<file path="config.mk">
export PLATFORM = sky130hd
export DESIGN_NAME = alu_seq_unit_flat
export DESIGN_NICKNAME = d
export VERILOG_FILES = /design/src/rtl/alu_seq_unit_if.sv /design/src/rtl/alu_seq_unit.sv /design/src/flat_wrapper.sv
export SDC_FILE = /design/constraint.sdc
export NUM_CORES = 1
export LEC_CHECK = 0
export CAP_MARGIN = 20
export CORE_MARGIN = 2
export CORE_UTILIZATION = 35
export DETAILED_ROUTE_END_ITERATION = 8
export GPL_ROUTABILITY_DRIVEN = 0
export PLACE_DENSITY = 0.52
export SLEW_MARGIN = 0
export SYNTH_ARGS = -nofsm -noshare
export SYNTH_HDL_FRONTEND = slang
export SYNTH_SLANG_ARGS = --single-unit
</file>
<file path="constraint.sdc">
create_clock -name clk -period 5.9 [get_ports clk]
set_clock_uncertainty 0.2 [all_clocks]
set_input_delay 1.18 -clock clk [delete_from_list [all_inputs] [get_ports clk]]
set_output_delay 1.18 -clock clk [all_outputs]
set_load 0.05 [all_outputs]
</file>
<file path="src/rtl/alu_seq_unit_if.sv">
// Issue/writeback handshake bundle for alu_seq_unit.
// ALU_OVERFLOW_EN adds the Overflow signal to both modports.
interface alu_seq_unit_if #(
  parameter int WIDTH = 16,
  parameter int SHW   = $clog2(WIDTH)
) ();
  logic             in_valid;
  logic             in_ready;
  logic [WIDTH-1:0] A;
  logic [WIDTH-1:0] B;
  logic [SHW-1:0]   shamt;
  logic [2:0]       ALUop;
  logic             out_valid;
  logic             out_ready;
  logic [WIDTH-1:0] Result;
  logic             Zero;
  logic             busy;
`ifdef ALU_OVERFLOW_EN
  logic             Overflow;

  modport master (
    output in_valid, A, B, shamt, ALUop, out_ready,
    input  in_ready, out_valid, Result, Zero, busy, Overflow
  );
  modport slave (
    input  in_valid, A, B, shamt, ALUop, out_ready,
    output in_ready, out_valid, Result, Zero, busy, Overflow
  );
`else
  modport master (
    output in_valid, A, B, shamt, ALUop, out_ready,
    input  in_ready, out_valid, Result, Zero, busy
  );
  modport slave (
    input  in_valid, A, B, shamt, ALUop, out_ready,
    output in_ready, out_valid, Result, Zero, busy
  );
`endif
endinterface

</file>
<file path="src/rtl/alu_seq_unit.sv">
// Handshaked ALU with registered results and shift-add MUL.
// Optional macro ALU_OVERFLOW_EN adds a registered Overflow flag.
module alu_seq_unit #(
  parameter int WIDTH = 16,
  parameter int SHW   = $clog2(WIDTH)
) (
  input logic           clk,
  input logic           rst_n,
  alu_seq_unit_if.slave bus
);
  localparam int CW = $clog2(WIDTH + 1);
`ifdef ALU_OVERFLOW_EN
  localparam int PW = 2 * WIDTH;
`else
  localparam int PW = WIDTH;
`endif
  localparam int M = WIDTH - 1;

  localparam logic [2:0] OP_ADD = 3'b000;
  localparam logic [2:0] OP_SUB = 3'b001;
  localparam logic [2:0] OP_MUL = 3'b010;
  localparam logic [2:0] OP_SLL = 3'b011;
  localparam logic [2:0] OP_AND = 3'b100;
  localparam logic [2:0] OP_OR  = 3'b101;
  localparam logic [2:0] OP_SLT = 3'b110;
  localparam logic [2:0] OP_SRL = 3'b111;

  typedef enum logic {S_IDLE, S_MUL} state_t;

  state_t           r_state;
  state_t           w_next;
  logic             r_out_valid;
  logic [WIDTH-1:0] r_res;
  logic             r_zero;
  logic [CW-1:0]    r_cnt;
  logic [PW-1:0]    r_mcand;
  logic [PW-1:0]    r_acc;
  logic [WIDTH-1:0] r_mplier;

  logic             w_in_ready;
  logic             w_acc;
  logic             w_acc_mul;
  logic             w_fin;
  logic             w_busy;
  logic             w_load;
  logic             w_cnt_done;
  logic [WIDTH-1:0] w_sum;
  logic [WIDTH-1:0] w_dif;
  logic [WIDTH-1:0] w_res;
  logic [WIDTH-1:0] w_nres;

  assign w_sum      = bus.A + bus.B;
  assign w_dif      = bus.A - bus.B;
  assign w_cnt_done = (r_cnt == CW'(WIDTH));
  assign w_load     = (w_acc && !w_acc_mul) || w_fin;
  assign w_nres     = w_fin ? r_acc[WIDTH-1:0] : w_res;

  // FSM state register
  always_ff @(posedge clk or negedge rst_n) begin
    if (!rst_n) r_state <= S_IDLE;
    else        r_state <= w_next;
  end

  // next state, accept and completion strobes
  always_comb begin
    w_next     = r_state;
    w_in_ready = 1'b0;
    w_acc      = 1'b0;
    w_acc_mul  = 1'b0;
    w_fin      = 1'b0;
    w_busy     = 1'b0;
    case (r_state)
      S_IDLE: begin
        w_in_ready = !r_out_valid || bus.out_ready;
        w_acc      = w_in_ready && bus.in_valid;
        w_acc_mul  = w_acc && (bus.ALUop == OP_MUL);
        if (w_acc_mul) w_next = S_MUL;
      end
      S_MUL: begin
        w_busy = 1'b1;
        if (w_cnt_done && (!r_out_valid || bus.out_ready)) begin
          w_fin  = 1'b1;
          w_next = S_IDLE;
        end
      end
      default: w_next = S_IDLE;
    endcase
  end

  // single-cycle op results
  always_comb begin
    w_res = '0;
    case (bus.ALUop)
      OP_ADD: w_res = w_sum;
      OP_SUB: w_res = w_dif;
      OP_MUL: w_res = '0;
      OP_SLL: w_res = bus.A << bus.shamt;
      OP_AND: w_res = bus.A & bus.B;
      OP_OR:  w_res = bus.A | bus.B;
      OP_SLT: w_res = {{(WIDTH-1){1'b0}},
                       ($signed(bus.A) < $signed(bus.B))};
      OP_SRL: w_res = bus.A >> bus.shamt;
    endcase
  end

  // shift-add multiplier, one partial product per cycle
  always_ff @(posedge clk or negedge rst_n) begin
    if (!rst_n) begin
      r_mcand  <= '0;
      r_mplier <= '0;
      r_acc    <= '0;
      r_cnt    <= '0;
    end else if (w_acc_mul) begin
      r_mcand  <= PW'(bus.A);
      r_mplier <= bus.B;
      r_acc    <= '0;
      r_cnt    <= '0;
    end else if (w_busy && !w_cnt_done) begin
      if (r_mplier[0]) r_acc <= r_acc + r_mcand;
      r_mcand  <= r_mcand << 1;
      r_mplier <= r_mplier >> 1;
      r_cnt    <= r_cnt + 1'b1;
    end else if (w_fin) begin
      r_cnt    <= '0;
    end
  end

  // output slot: load on result, clear when consumed
  always_ff @(posedge clk or negedge rst_n) begin
    if (!rst_n) begin
      r_out_valid <= 1'b0;
      r_res       <= '0;
      r_zero      <= 1'b0;
    end else begin
      if (w_load) begin
        r_res  <= w_nres;
        r_zero <= (w_nres == '0);
      end
      if (w_load)             r_out_valid <= 1'b1;
      else if (bus.out_ready) r_out_valid <= 1'b0;
    end
  end

`ifdef ALU_OVERFLOW_EN
  logic r_ovf;
  logic w_ovf;

  // signed overflow for ADD/SUB; MUL uses the upper product half
  always_comb begin
    w_ovf = 1'b0;
    case (bus.ALUop)
      OP_ADD: w_ovf = (bus.A[M] == bus.B[M]) && (w_sum[M] != bus.A[M]);
      OP_SUB: w_ovf = (bus.A[M] != bus.B[M]) && (w_dif[M] != bus.A[M]);
      default: w_ovf = 1'b0;
    endcase
  end

  // overflow flag registered alongside Result
  always_ff @(posedge clk or negedge rst_n) begin
    if (!rst_n)      r_ovf <= 1'b0;
    else if (w_load) r_ovf <= w_fin ? (|r_acc[PW-1:WIDTH]) : w_ovf;
  end

  assign bus.Overflow = r_ovf;
`endif

  assign bus.in_ready  = w_in_ready;
  assign bus.out_valid = r_out_valid;
  assign bus.Result    = r_res;
  assign bus.Zero      = r_zero;
  assign bus.busy      = w_busy;
endmodule

</file>
<file path="src/flat_wrapper.sv">
// flat-port wrapper written by rule: the top's interface ports become plain ports
module alu_seq_unit_flat 
#(
  parameter int WIDTH = 16,
  parameter int SHW   = $clog2(WIDTH)
)
  (clk, rst_n, bus_in_valid, bus_A, bus_B, bus_shamt, bus_ALUop, bus_out_ready, bus_in_ready, bus_out_valid, bus_Result, bus_Zero, bus_busy);
  alu_seq_unit_if #(.WIDTH(WIDTH), .SHW(SHW)) bus_i ();
  input logic clk;
  input logic rst_n;
  input wire logic [$bits(bus_i.in_valid)-1:0] bus_in_valid;
  input wire logic [$bits(bus_i.A)-1:0] bus_A;
  input wire logic [$bits(bus_i.B)-1:0] bus_B;
  input wire logic [$bits(bus_i.shamt)-1:0] bus_shamt;
  input wire logic [$bits(bus_i.ALUop)-1:0] bus_ALUop;
  input wire logic [$bits(bus_i.out_ready)-1:0] bus_out_ready;
  output wire logic [$bits(bus_i.in_ready)-1:0] bus_in_ready;
  output wire logic [$bits(bus_i.out_valid)-1:0] bus_out_valid;
  output wire logic [$bits(bus_i.Result)-1:0] bus_Result;
  output wire logic [$bits(bus_i.Zero)-1:0] bus_Zero;
  output wire logic [$bits(bus_i.busy)-1:0] bus_busy;
  assign bus_i.in_valid = bus_in_valid;
  assign bus_i.A = bus_A;
  assign bus_i.B = bus_B;
  assign bus_i.shamt = bus_shamt;
  assign bus_i.ALUop = bus_ALUop;
  assign bus_i.out_ready = bus_out_ready;
  assign bus_in_ready = bus_i.in_ready;
  assign bus_out_valid = bus_i.out_valid;
  assign bus_Result = bus_i.Result;
  assign bus_Zero = bus_i.Zero;
  assign bus_busy = bus_i.busy;
  alu_seq_unit #(.WIDTH(WIDTH), .SHW(SHW)) u_core (.clk(clk), .rst_n(rst_n), .bus(bus_i));
endmodule
</file>
Yosys cells after proc, flatten, opt, wreduce, memory -nomap -nowiden
Index checks and enable logic that the tools add are counted.
{"block": "word_totals", "in_bits": 43, "output_inout_bits": 20, "word_cells": 66, "register_bits": 72}
{"block": "op_classes", "bitwise": 3, "n_reduce_logical": 17, "n_eq_ne": 8, "add_sub_neg": 4, "n_shift": 2, "n_mux": 23, "magnitude_cmp": 1}
{"cell": "$mux 16", "n": 8}
{"cell": "$pmux 16 s8", "n": 1}
{"cell": "$add 16x16->16", "n": 2}
{"cell": "$and 16x16->16", "n": 1}
{"cell": "$logic_not 16->1", "n": 1}
{"cell": "$lt 16x16->1", "n": 1}
{"cell": "$or 16x16->16", "n": 1}
{"cell": "$shl 16x4->16", "n": 1}
{"cell": "$shr 16x4->16", "n": 1}
{"cell": "$sub 16x16->16", "n": 1}
{"cell": "$mux 5", "n": 3}
{"cell": "$eq 3x3->1 const B", "n": 4}
{"cell": "$mux 1", "n": 10}
{"cell": "$eq 3x2->1 const B", "n": 2}
{"cell": "$reduce_bool 2->1", "n": 3}
{"cell": "$add 5x1->5 const B", "n": 1}
{"cell": "$eq 5x5->1 const B", "n": 1}
{"cell": "$logic_and 1x1->1", "n": 5}
{"cell": "$eq 3x1->1 const B", "n": 1}
{"cell": "$logic_not 1->1", "n": 3}
{"cell": "$logic_not 3->1", "n": 1}
{"cell": "$reduce_bool 3->1", "n": 1}
{"cell": "$logic_or 1x1->1", "n": 2}
{"cell": "$pmux 1 s2", "n": 1}
{"cell": "2 further kinds", "n": 2}

Depth between registers and ports, before layout
Gate-level depths: netlist of the first run.
{"block": "logic_depth", "depth_word": 9, "ltp_mapped": 13, "mapped_depth_nobuf": 13}

Worst setup path before layout of the first run
OpenSTA, ideal clock, no wires.
{"block": "synth_path", "path_kind": "in2reg", "startpoint": "input bus_B[0]", "endpoint": "register u_core.r_zero, in the netlist u_core.bus.Zero", "t_arrival_ns": 3.440, "setup_slack_ns": 2.156, "n_path_buf": 0, "path_stages": 11, "setup_ns": 0.104, "required_ns": 5.596, "cell_sequence": "ha_1 -> fa_1 -> a211o_1 -> nand2_1 -> mux2_2 -> o21ai_0 -> o211ai_1 -> o22a_1 -> nor4_1 -> nand4_1 -> o41ai_2"}
{"block": "synth_between", "elab_chain_len": 4, "elab_cells_between_ends": 8, "cone_classes": "2 x add/sub; 1 x order compare; 2 x mux; 2 x bitwise; 1 x reduce/logical"}
{"item": "start: declaration", "line_no": "flat_wrapper.sv:13", "source": "input wire logic [$bits(bus_i.B)-1:0] bus_B;"}
{"item": "$sub 16x16->16, or another cell as far along", "line_no": "alu_seq_unit.sv:53", "source": "assign w_dif = bus.A - bus.B;"}
{"item": "$pmux 16 s8 (*)", "line_no": "alu_seq_unit.sv:93", "source": "case (bus.ALUop)"}
{"item": "$mux 16 (*)", "line_no": "alu_seq_unit.sv:56", "source": "assign w_nres = w_fin ? r_acc[WIDTH-1:0] : w_res;"}
{"item": "$logic_not 16->1 (*)", "line_no": "alu_seq_unit.sv:137", "source": "r_zero <= (w_nres == '0);"}
{"item": "end signal: assignment", "line_no": "alu_seq_unit.sv:137"}
{"item": "end: declaration", "line_no": "alu_seq_unit.sv:34", "source": "logic r_zero;"}
Every way passes the cells marked *; elsewhere a longest branch is shown, timed or not.
A chain may end at the register's enable or synchronous reset.

Worst setup path after layout of the first run
{"block": "layout_path", "startpoint": "input bus_A[5]", "endpoint": "register u_core.r_zero, in the netlist u_core.bus.Zero"}
{"block": "layout_between", "elab_chain_len": 4, "elab_cells_between_ends": 10, "cone_classes": "2 x add/sub; 1 x order compare; 2 x shift; 2 x mux; 2 x bitwise; 1 x reduce/logical"}
{"item": "start: declaration", "line_no": "flat_wrapper.sv:12", "source": "input wire logic [$bits(bus_i.A)-1:0] bus_A;"}
{"item": "$sub 16x16->16, or another cell as far along", "line_no": "alu_seq_unit.sv:53"}
{"item": "$pmux 16 s8 (*)", "line_no": "alu_seq_unit.sv:93"}
{"item": "$mux 16 (*)", "line_no": "alu_seq_unit.sv:56"}
{"item": "$logic_not 16->1 (*)", "line_no": "alu_seq_unit.sv:137"}
Marks and branches as above.

==> results of run 1 <==
cell families (layout without fill, tap and decap cells):
| kind of cell | Yosys count | count (layout) | share of synthesized area [%] |
|---|---|---|---|
| XOR/XNOR | 30 | 30 | 3.44 |
| flip-flops | 72 | 72 | 23.6 |
| multiplexers | 67 | 67 | 10.6 |
| adder cells (fa/ha/maj) | 68 | 68 | 11.4 |
| AO/OA/AOI/OAI | 281 | 281 | 25.8 |
| buffers and inverters | 112 | 153 | 6.70 |
| AND/OR/NAND/NOR | 299 | 299 | 18.5 |
report_power, final:
group          switching [mW]  internal (mW)
logic                   0.954          0.564
registers               0.169          0.683
clock network           0.257          0.288
through the flow:
stage	instance area [sq um]	power, mW	utilization [%]	hold WS (ns)	cells
4_1_cts	8700	2.92	40.3	0.283	1249
2_1_floorplan	7640	1.86	-	0.246	929
3_3_place_gp	8430	2.37	39.0	0.259	1233
5_1_grt	8730	3.12	40.4	0.295	1250
3_5_place_dp	8430	2.37	39.0	0.265	1233
6_report	8730	2.92	40.4	0.275	1250
path summary, 6_finish.rpt:
kind                                       to  cells after the start
setup / recovery              u_core.bus.Zero                     12
hold / removal             u_core.r_mplier[3]                      2
setup reg to reg              u_core.bus.Zero                     13
hold reg to reg            u_core.r_mplier[3]                      2
max in group asynchronous     u_core.r_acc[8]                      2
min in group asynchronous     u_core.r_cnt[1]                      1
layout make-up:
type                    instances  share of cell area (%)
multi-input cells             745                    61.1
clock inverters                 6                   0.516
inverters                      59                    2.54
well taps                     280                    4.01
repair buffers                 78                    8.57
flip-flops and latches         72                    20.6
clock buffers                  10                    2.62
layout by cell type, fill, tap and decap left out, types with 13 or more instances in the layout:
cell type	count
sky130_fd_sc_hd__nor3_1	19
sky130_fd_sc_hd__mux2_2	18
sky130_fd_sc_hd__a211oi_1	14
sky130_fd_sc_hd__a22oi_1	35
sky130_fd_sc_hd__a21oi_1	50
sky130_fd_sc_hd__o21ai_0	69
sky130_fd_sc_hd__nand2_1	128
sky130_fd_sc_hd__dfrtp_1	72
sky130_fd_sc_hd__clkdlybuf4s50_1	59
sky130_fd_sc_hd__xnor2_1	20
sky130_fd_sc_hd__mux2i_1	37
sky130_fd_sc_hd__nor2_1	56
sky130_fd_sc_hd__inv_1	57
sky130_fd_sc_hd__ha_1	65
sky130_fd_sc_hd__o211ai_1	13
sky130_fd_sc_hd__buf_4	16
sky130_fd_sc_hd__nand3_1	20
routing by layer:
| metal | global-route usage, % | share of wire, % | vias up |
|---|---|---|---|
| met1 | 33.8 | 45 | 3458 |
| met4 | 9.40 | 3.7 | 0 |
| met2 | 36.6 | 44 | 280 |
| met5 | 0 | 0 | - |
| met3 | 5.30 | 7.5 | 57 |
| li1 | - | - | 3478 |
flip-flops by register name, summed over array words and instances, names as in the netlist:
| name | cells |
|---|---|
| u_core.r_state | 1 |
| u_core.r_cnt | 5 |
| u_core.r_acc | 16 |
| u_core.r_mcand | 16 |
| u_core.r_mplier | 16 |
| u_core.bus.Zero | 1 |
| u_core.bus.out_valid | 1 |
| u_core.bus.Result | 16 |
worst max-delay path, stage by stage:
cell and delay [ns]:
sky130_fd_sc_hd__clkdlybuf4s50_1 0.73, sky130_fd_sc_hd__inv_1 0.09, sky130_fd_sc_hd__ha_1 0.52, sky130_fd_sc_hd__or3b_1 0.41, sky130_fd_sc_hd__and3_4 0.20, sky130_fd_sc_hd__a2bb2oi_2 0.16
sky130_fd_sc_hd__a221oi_2 0.36, sky130_fd_sc_hd__o21bai_1 0.12, sky130_fd_sc_hd__xnor2_1 0.22, sky130_fd_sc_hd__o211ai_1 0.12, sky130_fd_sc_hd__o22a_1 0.24, sky130_fd_sc_hd__o41ai_2 0.30
==> flow_metrics.env, run 1 <==
export IMPL_syn_instance_count=929
export IMPL_drcViolationCount=0
export IMPL_netlist_top_cells_area="sky130_fd_sc_hd__dfrtp_1 (24%), sky130_fd_sc_hd__ha_1 (11%), sky130_fd_sc_hd__nand2_1 (6.3%), sky130_fd_sc_hd__mux2i_1 (4.8%), sky130_fd_sc_hd__o21ai_0 (4.5%)"
export IMPL_run_status="finished clean"
export IMPL_io_pin_count=63
export IMPL_final_net_count=1076
export IMPL_hold_buf_count_cts=0
export IMPL_synth_top_area_cell="sky130_fd_sc_hd__dfrtp_1"
export IMPL_vias_per_cell=5.82
export IMPL_clock_tree_from_tritoncts="done"
export IMPL_drtIter0Drc=619
export IMPL_power_density_cell_area_mw_per_mm2=334
export IMPL_multi_input_comb_area_sq_mm=0.00534
export IMPL_post_synth_top_count_cell="sky130_fd_sc_hd__nand2_1"
export IMPL_final_cycle_utilization_of_the_critical_path_pct=77.9
export IMPL_post_cts_repair_setup_buffers=0
export IMPL_synth_edf_count=0
export IMPL_mean_area_per_synthesized_cell_sq_um=8.23
export IMPL_synth_cells_most_frequent="sky130_fd_sc_hd__nand2_1 (128), sky130_fd_sc_hd__dfrtp_1 (72), sky130_fd_sc_hd__o21ai_0 (69)"
export IMPL_post_synth_instance_area_sq_mm=0.00764
export IMPL_synth_top_cell_area_share_pct=23.6
export IMPL_yosysWarnings=0
export IMPL_grtUsageTotal_pct=24.3
export IMPL_grt_setup_unrepaired="false"
export IMPL_drt_pass1_iter_count=5
export IMPL_synth_ff_latch_count=72
export IMPL_detailed_place_hpwl_um=20900
export IMPL_clk_slew_on_worst_s_h_paths_ns=0.06
export IMPL_leakage_nw=3.95
export IMPL_power_ir_vdd_worst_mv=0.210
export IMPL_core_rowCount=54
export IMPL_area_growth_pct=14.3
export IMPL_worst_skew_pair_late_latency_ns=0.36
export IMPL_via_count=7273
export IMPL_final_hold_violation_count=0
export IMPL_critical_path_required_ns=5.95
export IMPL_design_core_area_sq_mm=0.0216
export IMPL_n_fill_cell=2259
export IMPL_slew_limit_headroom_pct=23.4
export IMPL_clock_root_buffer="sky130_fd_sc_hd__clkbuf_16"
export IMPL_grt_start_max_net_pins=73
export IMPL_post_route_min_period_ns=4.60
export IMPL_worst_setup_path_startpoint="bus_A[5]"
export IMPL_starting_density_of_the_core_pct=35.3
export IMPL_ant_nets=0
export IMPL_grt_pass1_vias=6952
export IMPL_remaining_global_route_overflow=0
export IMPL_clock_fmax_ghz=0.217
export IMPL_die_width_um=152
export IMPL_post_place_ws_ns=0.970
export IMPL_critical_path_class="primary input to flip-flop"
export IMPL_ys_dominant_reg_cell="sky130_fd_sc_hd__dfrtp_1"
export IMPL_final_worst_setup_slack_ns=1.30
export IMPL_die_area_sq_mm=0.0230
export IMPL_final_seq_area_sq_mm=0.00180
export IMPL_routed_wl_um=27100
export IMPL_ys_async_sr_fraction_pct=100
export IMPL_worst_r2r_startpoint="u_core.r_cnt[0]"
export IMPL_grt_first_pass_wirelength_um=41800
export IMPL_clock_sink_count=72
export IMPL_antenna_cells=0
export IMPL_final_sum_of_negative_setup_slack_ns=0
export IMPL_clockBufferDepth=2
export IMPL_synthDistinctLibCells=81
export IMPL_crit_arrival_ns=4.65
export IMPL_floorplan_die_height_um=152
export IMPL_drt_wirelength_per_cell_um=21.7
export IMPL_io_buffers=62
export IMPL_drv_cap=0
export IMPL_worst_r2r_setup_slack_ns=2.57
export IMPL_pin_slew_with_the_least_headroom_to_its_limit_ns=1.15
export IMPL_hold_path_startpoint="u_core.r_mplier[3]"
export IMPL_grt_antenna_before_repair=0
export IMPL_htree_levels=3
export IMPL_cts_resized=0
export IMPL_report_final_slew_viol_count=0
export IMPL_cts_inserted_buffers=9
export IMPL_setup_viol=0
export IMPL_post_route_cells_drive_above_1_share_pct=8.97
export IMPL_synth_fp_nets=1040
export IMPL_hold_class="flip-flop to flip-flop"
export IMPL_critPathLaunchType="primary input"
export IMPL_crit_path_max_fanout=11
export IMPL_synth_yosys_seq_area_share_pct=23.6
export IMPL_worst_setup_path_end_kind="flip-flop"
Power figures use the tool's default switching activity.
==> run 2, diff against run 1 <==
Clock period 5.9 ns to 4.5 ns, I/O delays scaled along.
==> flow_metrics.env, run 2 (synthesis results as in run 1) <==
export IMPL_run_status="finished clean"
export IMPL_setup_viol=0
export IMPL_clock_root_buffer="sky130_fd_sc_hd__clkbuf_16"
export IMPL_drt_pass1_iter_count=5
export IMPL_clock_fmax_ghz=0.235
export IMPL_area_growth_pct=18.7
export IMPL_die_area_sq_mm=0.0230
export IMPL_detailed_place_hpwl_um=21400
export IMPL_drt_wirelength_per_cell_um=21.3
export IMPL_multi_input_comb_area_sq_mm=0.00534
export IMPL_final_cycle_utilization_of_the_critical_path_pct=94.6
export IMPL_die_width_um=152
export IMPL_hold_buf_count_cts=0
export IMPL_core_rowCount=54
export IMPL_grt_first_pass_wirelength_um=42800
export IMPL_slew_limit_headroom_pct=43.9
export IMPL_routed_wl_um=27500
export IMPL_cts_resized=0
export IMPL_post_route_min_period_ns=4.26
export IMPL_drcViolationCount=0
export IMPL_ant_nets=0
export IMPL_clock_tree_from_tritoncts="done"
export IMPL_finish_utilization_pct=42.0
export IMPL_grt_antenna_before_repair=0
export IMPL_crit_path_max_fanout=3
export IMPL_drv_cap=0
export IMPL_final_net_count=1118
export IMPL_grtUsageTotal_pct=24.8
export IMPL_clockBufferDepth=2
export IMPL_mostFrequentLayoutCell="sky130_fd_sc_hd__nand2_1"
export IMPL_leakage_nw=4.16
export IMPL_clk_slew_on_worst_s_h_paths_ns=0.06
export IMPL_cts_inserted_buffers=9
export IMPL_report_final_slew_viol_count=0
export IMPL_post_place_ws_ns=-0.0283
export IMPL_io_pin_count=63
export IMPL_critical_path_required_ns=4.54
export IMPL_design_core_area_sq_mm=0.0216
export IMPL_grt_pass1_vias=7105
export IMPL_crit_arrival_ns=4.30
export IMPL_worst_setup_path_end_kind="flip-flop"
export IMPL_remaining_global_route_overflow=0
export IMPL_power_density_cell_area_mw_per_mm2=434
export IMPL_hold_class="flip-flop to flip-flop"
export IMPL_pin_slew_with_the_least_headroom_to_its_limit_ns=0.841
export IMPL_via_count=7302
export IMPL_power_ir_vdd_worst_mv=0.422
export IMPL_clock_sink_count=72
export IMPL_grt_start_max_net_pins=50
export IMPL_final_sum_of_negative_setup_slack_ns=0
export IMPL_post_cts_repair_setup_buffers=0
export IMPL_final_hold_violation_count=0
export IMPL_n_fill_cell=2218
export IMPL_drtIter0Drc=669
export IMPL_most_common_layout_cells="sky130_fd_sc_hd__nand2_1 (128), sky130_fd_sc_hd__dfrtp_1 (72), sky130_fd_sc_hd__o21ai_0 (69)"
export IMPL_vias_per_cell=5.66
export IMPL_critPathLaunchType="primary input"
export IMPL_antenna_cells=0
export IMPL_post_route_cells_drive_above_1_share_pct=12.8
export IMPL_grt_setup_unrepaired="false"
export IMPL_critical_path_class="primary input to flip-flop"
export IMPL_final_worst_setup_slack_ns=0.244
export IMPL_starting_density_of_the_core_pct=35.3
export IMPL_final_seq_area_sq_mm=0.00180
export IMPL_io_buffers=62
export IMPL_htree_levels=3
export IMPL_worst_skew_pair_late_latency_ns=0.35
export IMPL_floorplan_die_height_um=152
run 2: routing by layer:
layer	wire, um	part of all wire, %	GRT usage (%)
met4	826	3.0	9.07
met1	12800	46	34.4
met2	12300	45	38.4
met5	0	0	0
met3	1620	5.9	4.76
run 2: cell type report:
type | count | share of cell area [%]
multi-input cells | 745 | 58.8
flip-flops and latches | 72 | 19.9
repair buffers | 120 | 11.6
well taps | 280 | 3.86
clock buffers | 11 | 2.79
inverters | 59 | 2.44
clock inverters | 4 | 0.566
run 2: critical path, stage by stage:
cell                              delay, ns
sky130_fd_sc_hd__clkdlybuf4s50_1       0.48
sky130_fd_sc_hd__ha_1                  0.26
sky130_fd_sc_hd__fa_1                  0.42
sky130_fd_sc_hd__a211o_1               0.32
sky130_fd_sc_hd__nand2_1               0.08
sky130_fd_sc_hd__mux2_2                0.32
sky130_fd_sc_hd__o21ai_0               0.15
sky130_fd_sc_hd__o211ai_1              0.14
sky130_fd_sc_hd__o22a_1                0.21
sky130_fd_sc_hd__nor4_1                0.55
sky130_fd_sc_hd__nand4_1               0.21
sky130_fd_sc_hd__o41ai_2               0.24
run 2: final timing paths:
| path | start | end | slack, ns | cells past startpoint |
|---|---|---|---|---|
| worst max-delay path | bus_A[0] | u_core.bus.Zero | 0.24 | 12 |
| worst min-delay path | u_core.r_mplier[5] | u_core.r_mplier[5] | 0.27 | 2 |
| worst max register to register | u_core.r_acc[1] | u_core.r_acc[15] | 1.11 | 10 |
| min in group asynchronous | rst_n | u_core.r_cnt[1] | 0.40 | 1 |
| worst min register to register | u_core.r_mplier[5] | u_core.r_mplier[5] | 0.27 | 2 |
| max in group asynchronous | rst_n | u_core.bus.Result[7] | 2.90 | 2 |
run 2: report_power, final:
| part | leakage (nW) | switching, mW | internal (mW) |
|---|---|---|---|
| sequential | 0.945 | 0.223 | 0.896 |
| clock | 0.148 | 0.326 | 0.459 |
| combinational | 3.07 | 1.25 | 0.779 |
run 2: per-stage QoR:
step,power [mW],instances,instance area [sq um],hold slack [ns]
5_1_grt,4.23,1291,9070,0.294
4_1_cts,3.96,1291,9070,0.280
3_3_place_gp,3.14,1276,8770,0.260
3_5_place_dp,3.15,1276,8770,0.263
6_report,3.94,1291,9070,0.275
2_1_floorplan,2.44,929,7640,0.246
==> run 3, diff against run 2 <==
Settings changed: CELL_PAD_IN_SITES_DETAIL_PLACEMENT from default to 0, CELL_PAD_IN_SITES_GLOBAL_PLACEMENT from default to 1, CORE_UTILIZATION 35 to 40, PLACE_DENSITY 0.52 to 0.73.
==> flow_metrics.env, run 3 (synthesis results as in run 1) <==
export IMPL_run_status="finished clean"
export IMPL_finish_utilization_pct=48.2
export IMPL_final_cycle_utilization_of_the_critical_path_pct=89.2
export IMPL_power_ir_vdd_worst_mv=0.327
export IMPL_crit_path_max_fanout=4
export IMPL_io_pin_count=63
export IMPL_layoutNonFillerInstCount=1252
export IMPL_critPathLaunchType="primary input"
export IMPL_post_route_min_period_ns=4.01
export IMPL_setup_viol=0
export IMPL_critical_path_max_stage_delay_ns=0.54
export IMPL_worst_path_buf_inv=1
export IMPL_worstPathCellList="clkdlybuf4s50_1 > ha_1 > fa_1 > a211o_1 > nand2_1 > mux2_2 > o21ai_0 > o211ai_1 > o22a_1 > nor4_1 > nand4_1 > o41ai_2"
export IMPL_critical_path_required_ns=4.55
export IMPL_drcViolationCount=0
export IMPL_critPathTopFamily="compound AO/OA/AOI/OAI gates"
export IMPL_die_area_sq_mm=0.0202
export IMPL_slew_limit_headroom_pct=35.6
export IMPL_post_route_cells_drive_above_1_share_pct=13.4
export IMPL_starting_density_of_the_core_pct=40.9
export IMPL_via_count=7620
export IMPL_drt_pass1_iter_count=6
export IMPL_critical_path_class="primary input to flip-flop"
export IMPL_clock_sink_count=72
export IMPL_floorplan_die_height_um=142
export IMPL_core_rowCount=50
export IMPL_hold_buf_count_cts=0
export IMPL_drtIter0Drc=682
export IMPL_whs_path_depth=2
export IMPL_io_buffers=62
export IMPL_htree_levels=3
export IMPL_cts_inserted_buffers=9
export IMPL_drv_cap=0
export IMPL_vias_per_cell=6.09
export IMPL_drt_wirelength_per_cell_um=22.7
export IMPL_clock_tree_from_tritoncts="done"
export IMPL_crit_arrival_ns=4.06
export IMPL_hold_class="flip-flop to flip-flop"
export IMPL_pin_slew_with_the_least_headroom_to_its_limit_ns=0.965
export IMPL_worstRegToRegCells=10
export IMPL_grtUsageTotal_pct=28.8
export IMPL_clockBufferDepth=2
export IMPL_worst_skew_pair_late_latency_ns=0.35
export IMPL_whs_ns=0.280
export IMPL_final_net_count=1124
export IMPL_post_cts_repair_setup_buffers=0
export IMPL_worst_r2r_startpoint="u_core.r_cnt[0]"
export IMPL_routed_wl_um=28400
export IMPL_grt_first_pass_wirelength_um=43800
export IMPL_cp_max_delay_cell="sky130_fd_sc_hd__clkdlybuf4s50_1"
export IMPL_grt_setup_unrepaired="false"
export IMPL_cts_resized=0
export IMPL_final_hold_violation_count=0
export IMPL_die_width_um=142
export IMPL_r2r_end="u_core.bus.Zero"
export IMPL_report_final_slew_viol_count=0
export IMPL_antenna_cells=0
export IMPL_mostFrequentLayoutCell="sky130_fd_sc_hd__nand2_1"
export IMPL_worst_r2r_setup_slack_ns=1.11
export IMPL_power_density_cell_area_mw_per_mm2=421
export IMPL_grt_antenna_before_repair=0
export IMPL_clock_fmax_ghz=0.249
export IMPL_ant_nets=0
export IMPL_detailed_place_hpwl_um=23000
export IMPL_worstHoldEndpoint="u_core.r_mplier[1]"
export IMPL_area_growth_pct=17.9
export IMPL_clk_slew_on_worst_s_h_paths_ns=0.06
export IMPL_remaining_global_route_overflow=0
export IMPL_final_sum_of_negative_setup_slack_ns=0
export IMPL_leakage_nw=4.17
export IMPL_grt_pass1_vias=7419
export IMPL_numPlacedInstances=1236
export IMPL_design_core_area_sq_mm=0.0187
export IMPL_grt_start_max_net_pins=73
export IMPL_hold_path_startpoint="u_core.r_mplier[1]"
export IMPL_worst_setup_path_end_kind="flip-flop"
export IMPL_most_common_layout_cells="sky130_fd_sc_hd__nand2_1 (128), sky130_fd_sc_hd__dfrtp_1 (72), sky130_fd_sc_hd__o21ai_0 (69)"
export IMPL_clock_root_buffer="sky130_fd_sc_hd__clkbuf_16"
-- run 3: cell types whose count changed in the layout (fill, tap and decap cells not counted), sizes merged --
cell	previous run	this run
buf	61	67
clkbuf	11	9
bufinv	1	0
clkinvlp	1	2
clkinv	1	4
-- run 3: worst max path at each step --
| stage | slack [ns] | depth (start not counted) | endpoint | startpoint |
|---|---|---|---|---|
| after floorplan | 1.04 | 11 | u_core.bus.Zero | bus_B[0] |
| after global placement | 0.23 | 12 | u_core.bus.Zero | bus_A[0] |
| after detailed placement | 0.20 | 12 | u_core.bus.Zero | bus_A[0] |
| after CTS | 0.55 | 11 | u_core.bus.Zero | bus_A[0] |
| after global routing | 0.33 | 11 | u_core.bus.Zero | bus_B[8] |
| final | 0.49 | 12 | u_core.bus.Zero | bus_A[0] |
-- run 3: final cells by class --
class / count / area (sq um)
multi-input cells: 745 / 5340
repair buffers: 126 / 1090
fillers: 1884 / 9690
flip-flops and latches: 72 / 1800
clock buffers: 9 / 225
inverters: 59 / 221
well taps: 234 / 293
clock inverters: 7 / 47.5
-- run 3: where the power goes --
| group | internal [mW] | switching, mW | leakage (nW) |
|---|---|---|---|
| Sequential | 0.897 | 0.226 | 0.945 |
| Clock | 0.372 | 0.295 | 0.132 |
| Combinational | 0.771 | 1.24 | 3.09 |
-- run 3: metal layers --
| metal | up-vias | part of all wire (%) | global-route usage, % |
|---|---|---|---|
| met5 | - | 0 | 0 |
| met4 | 0 | 3.9 | 11.5 |
| met3 | 65 | 6.5 | 4.17 |
| met2 | 324 | 46 | 47.1 |
| met1 | 3660 | 43 | 38.2 |
| li1 | 3571 | - | - |
-- run 3: through the flow --
stage,power [mW],setup WS [ns],instance area (sq um)
after CTS,3.81,0.548,9010
after floorplan,2.44,1.04,7640
after global placement,3.12,0.230,8740
final,3.80,0.485,9010
after detailed placement,3.12,0.195,8740
after global routing,4.06,0.334,9010
-- run 3: worst register-to-register path, cell delays in order (launching register included) --
cell and delay, ns:
sky130_fd_sc_hd__dfrtp_1 0.37, sky130_fd_sc_hd__inv_1 0.08, sky130_fd_sc_hd__ha_1 0.20, sky130_fd_sc_hd__and4bb_4 0.23
sky130_fd_sc_hd__and3_1 0.41, sky130_fd_sc_hd__a221o_1 0.38, sky130_fd_sc_hd__a221oi_1 0.45, sky130_fd_sc_hd__a21oi_1 0.28
sky130_fd_sc_hd__nor4_1 0.32, sky130_fd_sc_hd__nand4_1 0.16, sky130_fd_sc_hd__o41ai_2 0.22
